`config.mk`:
```
export PLATFORM = sky130hd
export DESIGN_NAME = cpu_step_ctrl
export DESIGN_NICKNAME = d
export VERILOG_FILES = /design/src/rtl/cpu_step_ctrl_pkg.sv /design/src/rtl/cpu_step_ctrl_debounce.sv /design/src/rtl/cpu_step_ctrl.sv
export SDC_FILE = /design/constraint.sdc
export NUM_CORES = 1
export LEC_CHECK = 0
export BUFFER_PORTS_ARGS = -buffer_cell sky130_fd_sc_hd__clkbuf_2
export CAP_MARGIN = 10
export CORE_AREA = 2 2 93 95
export DETAILED_ROUTE_END_ITERATION = 8
export DIE_AREA = 0 0 95 97
export GPL_ROUTABILITY_DRIVEN = 0
export PLACE_DENSITY = 0.82
export SETUP_SLACK_MARGIN = 0.15
export SLEW_MARGIN = 10
export SYNTH_ARGS = -nofsm -noshare
export SYNTH_HDL_FRONTEND = slang
export SYNTH_SLANG_ARGS = --single-unit
export TNS_END_PERCENT = 100
```
`constraint.sdc`:
```
create_clock -name clk -period 6.6 [get_ports clk]
set_input_delay 1.98 -clock clk [delete_from_list [all_inputs] [get_ports clk]]
set_output_delay 1.98 -clock clk [all_outputs]
set_load 0.1 [all_outputs]
```
`src/rtl/cpu_step_ctrl_pkg.sv`:
```
// Shared mode encodings for the CPU step/run clock-enable controller.
package cpu_ctrl_pkg;

  localparam int MODE_W = 2;

  localparam logic [MODE_W-1:0] ST_STEP = 2'd0;
  localparam logic [MODE_W-1:0] ST_RUN  = 2'd1;
  localparam logic [MODE_W-1:0] ST_HALT = 2'd2;

  // Encoding 2'd3 is kept as a named member so the FSM can recover from it.
  typedef enum logic [MODE_W-1:0] {
    MODE_STEP = ST_STEP,
    MODE_RUN  = ST_RUN,
    MODE_HALT = ST_HALT,
    MODE_RSVD = 2'd3
  } mode_e;

endpackage

```
`src/rtl/cpu_step_ctrl_debounce.sv`:
```
// Two-flop synchronizer followed by a stability counter; dout flips only after
// the synchronized input has differed from it for DEBOUNCE_CYCLES clocks.
module debounce #(
  parameter int DEBOUNCE_CYCLES = 500000
) (
  input  logic clk,
  input  logic rst,
  input  logic din,
  output logic dout
);

  localparam int CW = (DEBOUNCE_CYCLES > 2) ? $clog2(DEBOUNCE_CYCLES) : 1;
  localparam logic [CW-1:0] CNT_LAST = CW'(DEBOUNCE_CYCLES - 1);
  localparam logic [CW-1:0] CNT_ONE  = CW'(1);

  logic [1:0]    sync_r;
  logic          stable_r;
  logic [CW-1:0] cnt_r;

  // Synchronize the raw input and qualify level changes by a run of stable samples.
  always_ff @(posedge clk or posedge rst) begin
    if (rst) begin
      sync_r   <= 2'b00;
      stable_r <= 1'b0;
      cnt_r    <= '0;
    end else begin
      sync_r <= {sync_r[0], din};
      if (sync_r[1] == stable_r) begin
        cnt_r <= '0;
      end else if (cnt_r == CNT_LAST) begin
        stable_r <= ~stable_r;
        cnt_r    <= '0;
      end else begin
        cnt_r <= cnt_r + CNT_ONE;
      end
    end
  end

  assign dout = stable_r;

endmodule

```
`src/rtl/cpu_step_ctrl.sv`:
```
// Clock-enable generator for the single-cycle CPU: single-step on a debounced
// button press, free-run from a divider, or halt on request; counts issued enables.
module cpu_step_ctrl
  import cpu_ctrl_pkg::*;
#(
  parameter int DEBOUNCE_CYCLES = 500000,
  parameter int RUN_DIV         = 25000000,
  parameter int CNT_W           = 32
) (
  input  logic              clk,
  input  logic              rst,
  input  logic              btn_step,
  input  logic              sw_run,
  input  logic              halt_in,
  output logic              cpu_en,
  output logic [MODE_W-1:0] mode,
  output logic [CNT_W-1:0]  cycle_count
);

  localparam int DIV_W = (RUN_DIV > 2) ? $clog2(RUN_DIV) : 1;
  localparam logic [DIV_W-1:0] DIV_LAST = DIV_W'(RUN_DIV - 1);
  localparam logic [DIV_W-1:0] DIV_ONE  = DIV_W'(1);
  localparam logic [CNT_W-1:0] CNT_ONE  = CNT_W'(1);

  logic             btn_db_s;
  logic             run_db_s;
  logic             btn_prev_r;
  logic             btn_rise_s;
  mode_e            state_r;
  mode_e            state_s;
  logic [DIV_W-1:0] div_r;
  logic [DIV_W-1:0] div_s;
  logic             en_s;
  logic             en_safe_s;
  logic             cpu_en_r;
  logic [CNT_W-1:0] count_r;

  debounce #(.DEBOUNCE_CYCLES(DEBOUNCE_CYCLES)) u_db_btn (
    .clk  (clk),
    .rst  (rst),
    .din  (btn_step),
    .dout (btn_db_s)
  );

  debounce #(.DEBOUNCE_CYCLES(DEBOUNCE_CYCLES)) u_db_run (
    .clk  (clk),
    .rst  (rst),
    .din  (sw_run),
    .dout (run_db_s)
  );

  assign btn_rise_s = btn_db_s & ~btn_prev_r;

  // Next-state, divider and enable decode; halt and mode changes pre-empt any pulse.
  always_comb begin
    state_s = state_r;
    div_s   = div_r;
    en_s    = 1'b0;
    case (state_r)
      MODE_STEP: begin
        if (halt_in) begin
          state_s = MODE_HALT;
        end else if (run_db_s) begin
          state_s = MODE_RUN;
          div_s   = '0;
        end else if (btn_rise_s) begin
          en_s = 1'b1;
        end else begin
          en_s = 1'b0;
        end
      end
      MODE_RUN: begin
        if (halt_in) begin
          state_s = MODE_HALT;
        end else if (!run_db_s) begin
          state_s = MODE_STEP;
          div_s   = '0;
        end else if (div_r == DIV_LAST) begin
          en_s  = 1'b1;
          div_s = '0;
        end else begin
          div_s = div_r + DIV_ONE;
        end
      end
      MODE_HALT: begin
        div_s = '0;
        if (!run_db_s && !halt_in) begin
          state_s = MODE_STEP;
        end else begin
          state_s = MODE_HALT;
        end
      end
      default: begin
        state_s = MODE_STEP;
        div_s   = '0;
      end
    endcase
  end

  // Back-to-back enables cannot arise from the decode; the mask keeps that true regardless.
  assign en_safe_s = en_s & ~cpu_en_r;

  // State, divider, edge history, registered enable and cycle counter.
  always_ff @(posedge clk or posedge rst) begin
    if (rst) begin
      state_r    <= MODE_STEP;
      div_r      <= '0;
      btn_prev_r <= 1'b0;
      cpu_en_r   <= 1'b0;
      count_r    <= '0;
    end else begin
      state_r    <= state_s;
      div_r      <= div_s;
      btn_prev_r <= btn_db_s;
      cpu_en_r   <= en_safe_s;
      if (en_safe_s) begin
        count_r <= count_r + CNT_ONE;
      end else begin
        count_r <= count_r;
      end
    end
  end

  assign cpu_en      = cpu_en_r;
  assign mode        = state_r;
  assign cycle_count = count_r;

endmodule

```
# Yosys cells after proc, flatten, opt, wreduce, memory -nomap -nowiden
# Index checks and enable logic that the tools add are counted.
# word_totals
elab_cells,66
reg_bits,105
# classes
mux,23
bitwise,8
eq_ne,12
addsub,4
n_reduce_logical,8
# ops
op,n
$mux 25,5
$mux 19,4
$pmux 25 s2,1
$add 19x1->19 const B,2
$eq 19x19->1 const B,2
$add 32x1->32 const B,1
$add 25x1->25 const B,1
$eq 25x25->1 const B,1
$mux 2,5
$mux 1,6
$not 1->1,6
$pmux 2 s3,1
$reduce_and 2->1,3
$ne 2x2->1 const B,2
$ne 3x2->1 const B,1
$ne 3x3->1 const B,1
$reduce_and 3->1,1
$and 1x1->1,2
$eq 1x1->1,2
$eq 2x1->1 const B,1
$eq 2x2->1 const B,1
$logic_not 1->1,2
$logic_not 2->1,1
$ne 2x1->1 const B,1
other kinds (2),2

# Longest topological paths before layout
# depth
word_depth,7
ltp_mapped,7
mapped_depth_nobuf,6

# Cells and area by module
# A second synthesis with hierarchy kept.
# unflattened
hier_cells,524
area_unflattened_um2,5401.4
# by_module_without_submodules
mod,cells_per_inst,area_each_um2,n_inst
cpu_step_ctrl,318,3219.3,1
debounce,103,1091.0,2

# Worst setup path before layout
# OpenSTA, ideal clock, no wires.
# synth_path
path_type,input to register
startpoint,input port halt_in
endpoint,"register count_r[17], in the netlist cycle_count[17]"
t_arrival_ns,3.064
path_buffers,0
slack_ns,3.374
path_stages,4
path_cell_list,a2111oi_4 nand3_2 nor4b_2 xor2_1
# synth_between
elab_chain_len,3
word_cells_on_any_way,4
classes_between,3 x mux; 1 x bitwise
# synth_lines
element,line_no,rtl
"start, declared",cpu_step_ctrl.sv:14,"input logic halt_in,"
"$mux 1, on equally long branches","cpu_step_ctrl.sv:73, cpu_step_ctrl.sv:61",
$pmux 1 s2 (*),cpu_step_ctrl.sv:59,case (state_r)
$and 1x1->1 (*),cpu_step_ctrl.sv:101,assign en_safe_s = en_s & ~cpu_en_r;
"end signal, assigned",cpu_step_ctrl.sv:117,count_r <= count_r + CNT_ONE;
"end signal, assigned",cpu_step_ctrl.sv:119,count_r <= count_r;
"end, declared",cpu_step_ctrl.sv:36,logic [CNT_W-1:0] count_r;
# Mark *: on every way between the ends. The rest lies on a longest branch, timed or not.
# A chain may end at the register's enable or synchronous reset.

# Worst setup path in the final report
# layout_path
startpoint,"register state_r[1], in the netlist mode[1]"
endpoint,output port mode[1]
# layout_rtl
element,line_no,rtl
"start, declared",cpu_step_ctrl.sv:29,mode_e state_r;
"start signal, assigned",cpu_step_ctrl.sv:112,state_r <= state_s;
"end, declared",cpu_step_ctrl.sv:16,"output logic [MODE_W-1:0] mode,"
# No word-level cell between the ends.

==> results.md <==
- Initial DRC Count: 166
- LEAKAGE: 2.43 nW
- Initial antenna violation count: 0
- Synth area leaders: dfrtp_1 (52%), xor2_1 (8.8%), xnor2_1 (5.7%), nor2_1 (5.6%), nor3_1 (3.7%)
- Outcome: completed
- Wirelength, routed: 9800 um
- Crit path buf inv count: 1
- Initial Util: 0.623
- Cell Chain, Critical Path: clkbuf_2
- TritonCTS Buffers: 9
- CTS root buffer: clkbuf_8
- Seq cells post-synth: 105
- Sink Count: 105
- Clock Latency Late Sink: 380 ps
- Power Density: 201 nW/um2
- Worst slew margin: 0.452
- Syn_nets: 528
- Inserted Diodes: 0
- Detailed placer's ending HPWL: 6680 um
- Layout overhead on the synthesized area: 9.75%
- WS Path Type: register to output port
- Pre-antenna DRT Iters: 5
- VDD IR max: 0.000131 V
- H-tree depth: 3
- Crit-path slowest cell: dfrtp_1
- Area leader, netlist: dfrtp_1
- Top Family by Delay on Critical Path: flip-flops
- Post-synth EDFFs: 0
- Hold Path Class: register to register
- Final period util: 0.529
- Post-synth ARST share: 1.00
- Worst-path maximum fanout: 11
- CTS tree: yes
- CTS Hold Bufs: 0
- GRT Util Overall: 0.229
- Final Hold Fails: 0
- Largest net degree at the start of global routing: 61
- Layout cells sized above 1: 0.137
- IO Port Bufs: 39
- Area taken by multi-input logic gates: 2330 um2
- Max Root-Sink Buffers: 2
- Top-Level Pins: 40
- CP required: 4620 ps
- Largest stage delay on the critical path: 600 ps
- FF/Latch Area: 2630 um2
- Register clock-pin slew on the reported worst setup and hold paths: 110 ps
- Max cap viols: 0
- Tightest Pin Transition: 816 ps
- Setup Viol. Count Final: 0
- Final worst slack: 3110 ps
- Post-CTS resize count: 0
- Post-synth top area share: 0.518
- Via density: 5.77
- CORE AREA: 8130 um2
- Final ANT Viol Nets: 0
- Chip height: 97 um
- Total die area: 9220 um2
- Nets: 567
- Vias: 3856
- Syn Area/Cell: 9.77 um2
- Cell count after synthesis: 519
- Chip width: 95 um
- Max-slew violations: 0
- Seq/Total Area, Yosys: 0.518
- Commonest cells post-synth: dfrtp_1 (105), nor2_1 (75), xor2_1 (51)
- Finished Core Util: 0.684
- Detailed-route wire length per cell: 14.7 um
- Vias in the first global route: 3806
- Congestion Overflow GR: 0
- Crit path time final: 3490 ps
- Filler cells: 590
- Post-synth top flop: dfrtp_1
- Final TNS setup: 0 ps
- Arr. time, crit path: 1510 ps
- Most frequent cell after synthesis: dfrtp_1
- Yosys warnings: 0
- Clock Skews: 8.03 ps
- Unrepaired setup endpoints after global routing: no
- CP endpoint kind: output port
- Synthesized area: 5070 um2
- Max Freq: 0.286 GHz
- Post-CTS setup buffers: 0
- First-pass GRT wire length: 17000 um
- Startpoint class of the critical path: register
- Yosys cell types: 41
- Site Rows: 33
- DRC viols: 0
- Setup Slack @ Placement: 3010 ps
[power breakdown]
part           switching (mW)  internal, mW  total, mW
Sequential            0.00959         0.651      0.660
Combinational          0.0535        0.0102     0.0636
Clock                   0.244         0.149      0.393
Total                   0.307         0.810       1.12
[flip-flops by register name (all words and copies together), names as in the netlist]
name,flops
u_db_btn.cnt_r,19
u_db_btn.sync_r,2
cpu_en,1
btn_prev_r,1
mode,2
u_db_run.dout,1
div_r,25
u_db_run.sync_r,2
u_db_run.cnt_r,19
u_db_btn.dout,1
cycle_count,32
[cells in the final DEF, fill, tap and decap left out, types with 2 or more instances in the layout]
cell        n
a21oi_1     6
and2_1      2
and3_1      6
and4_1      3
buf_4       2
clkbuf_2   39
clkbuf_8    9
dfrtp_1   105
ha_1        4
inv_1      16
inv_8       3
mux2_2      2
nand2_1    49
nand3_1    36
nand4_1    19
nor2_1     75
nor3_1     37
nor3b_1     2
nor4_1     15
nor4b_1     3
nor4b_2     2
o21ai_0     5
o22ai_1     2
o311ai_0    2
or2_2       8
or3_1       6
xnor2_1    33
xor2_1     51
[per-layer routing]
metal / wire (um) / vias up / part of all wire / global-route usage
met5: 0 / - / 0 / 0
met1: 4410 / 1896 / 0.45 / 0.309
met2: 4830 / 92 / 0.49 / 0.364
li1: - / 1854 / - / -
met4: 122 / 0 / 0.012 / 0.0747
met3: 446 / 14 / 0.045 / 0.0545
[final timing paths]
check	slack, ps	depth (start not counted)	endpoint	startpoint
worst max-delay path	3110	1	mode[1]	mode[1]$_DFFE_PP0P_
worst min-delay path	370	0	u_db_btn.sync_r[1]$_DFF_PP0_	u_db_btn.sync_r[0]$_DFF_PP0_
worst min register to register	370	0	u_db_btn.sync_r[1]$_DFF_PP0_	u_db_btn.sync_r[0]$_DFF_PP0_
min in group asynchronous	1620	2	u_db_btn.cnt_r[11]$_DFF_PP0_	rst
worst max register to register	3920	5	div_r[18]$_DFFE_PP0P_	div_r[9]$_DFFE_PP0P_
max in group asynchronous	3840	3	div_r[13]$_DFFE_PP0P_	rst
[logic make-up (layout without fill, tap and decap cells)]
group / count (synthesis) / count (layout) / share of synthesized area
AOI/OAI and AO/OA: 22 / 22 / 0.0321
xor gates and xnor gates: 84 / 84 / 0.145
muxes: 2 / 2 / 0.00444
and+or+nand+nor: 272 / 272 / 0.268
adders and majority gates: 4 / 4 / 0.00987
DFF: 105 / 105 / 0.518
buffers and inverters: 30 / 74 / 0.0227
[per-stage QoR]
stage,power (mW),std cells,hold slack [ps],area [um2]
after CTS,1.13,668,371,5560
after detailed placement,0.738,652,343,5370
after floorplan,0.723,519,331,5070
after global routing,1.16,668,379,5560
after global placement,0.736,652,340,5370
final,1.12,668,369,5560
[cell type report]
cell class | count | share of cell area
Timing Repair Buffer | 41 | 0.0378
Tap cell | 105 | 0.0236
Inverter | 17 | 0.0119
Sequential cell | 105 | 0.472
Multi-Input combinational cell | 384 | 0.419
Clock inverter | 7 | 0.0128
Clock buffer | 9 | 0.0223
Note: power is estimated with default switching activity, not from simulation.
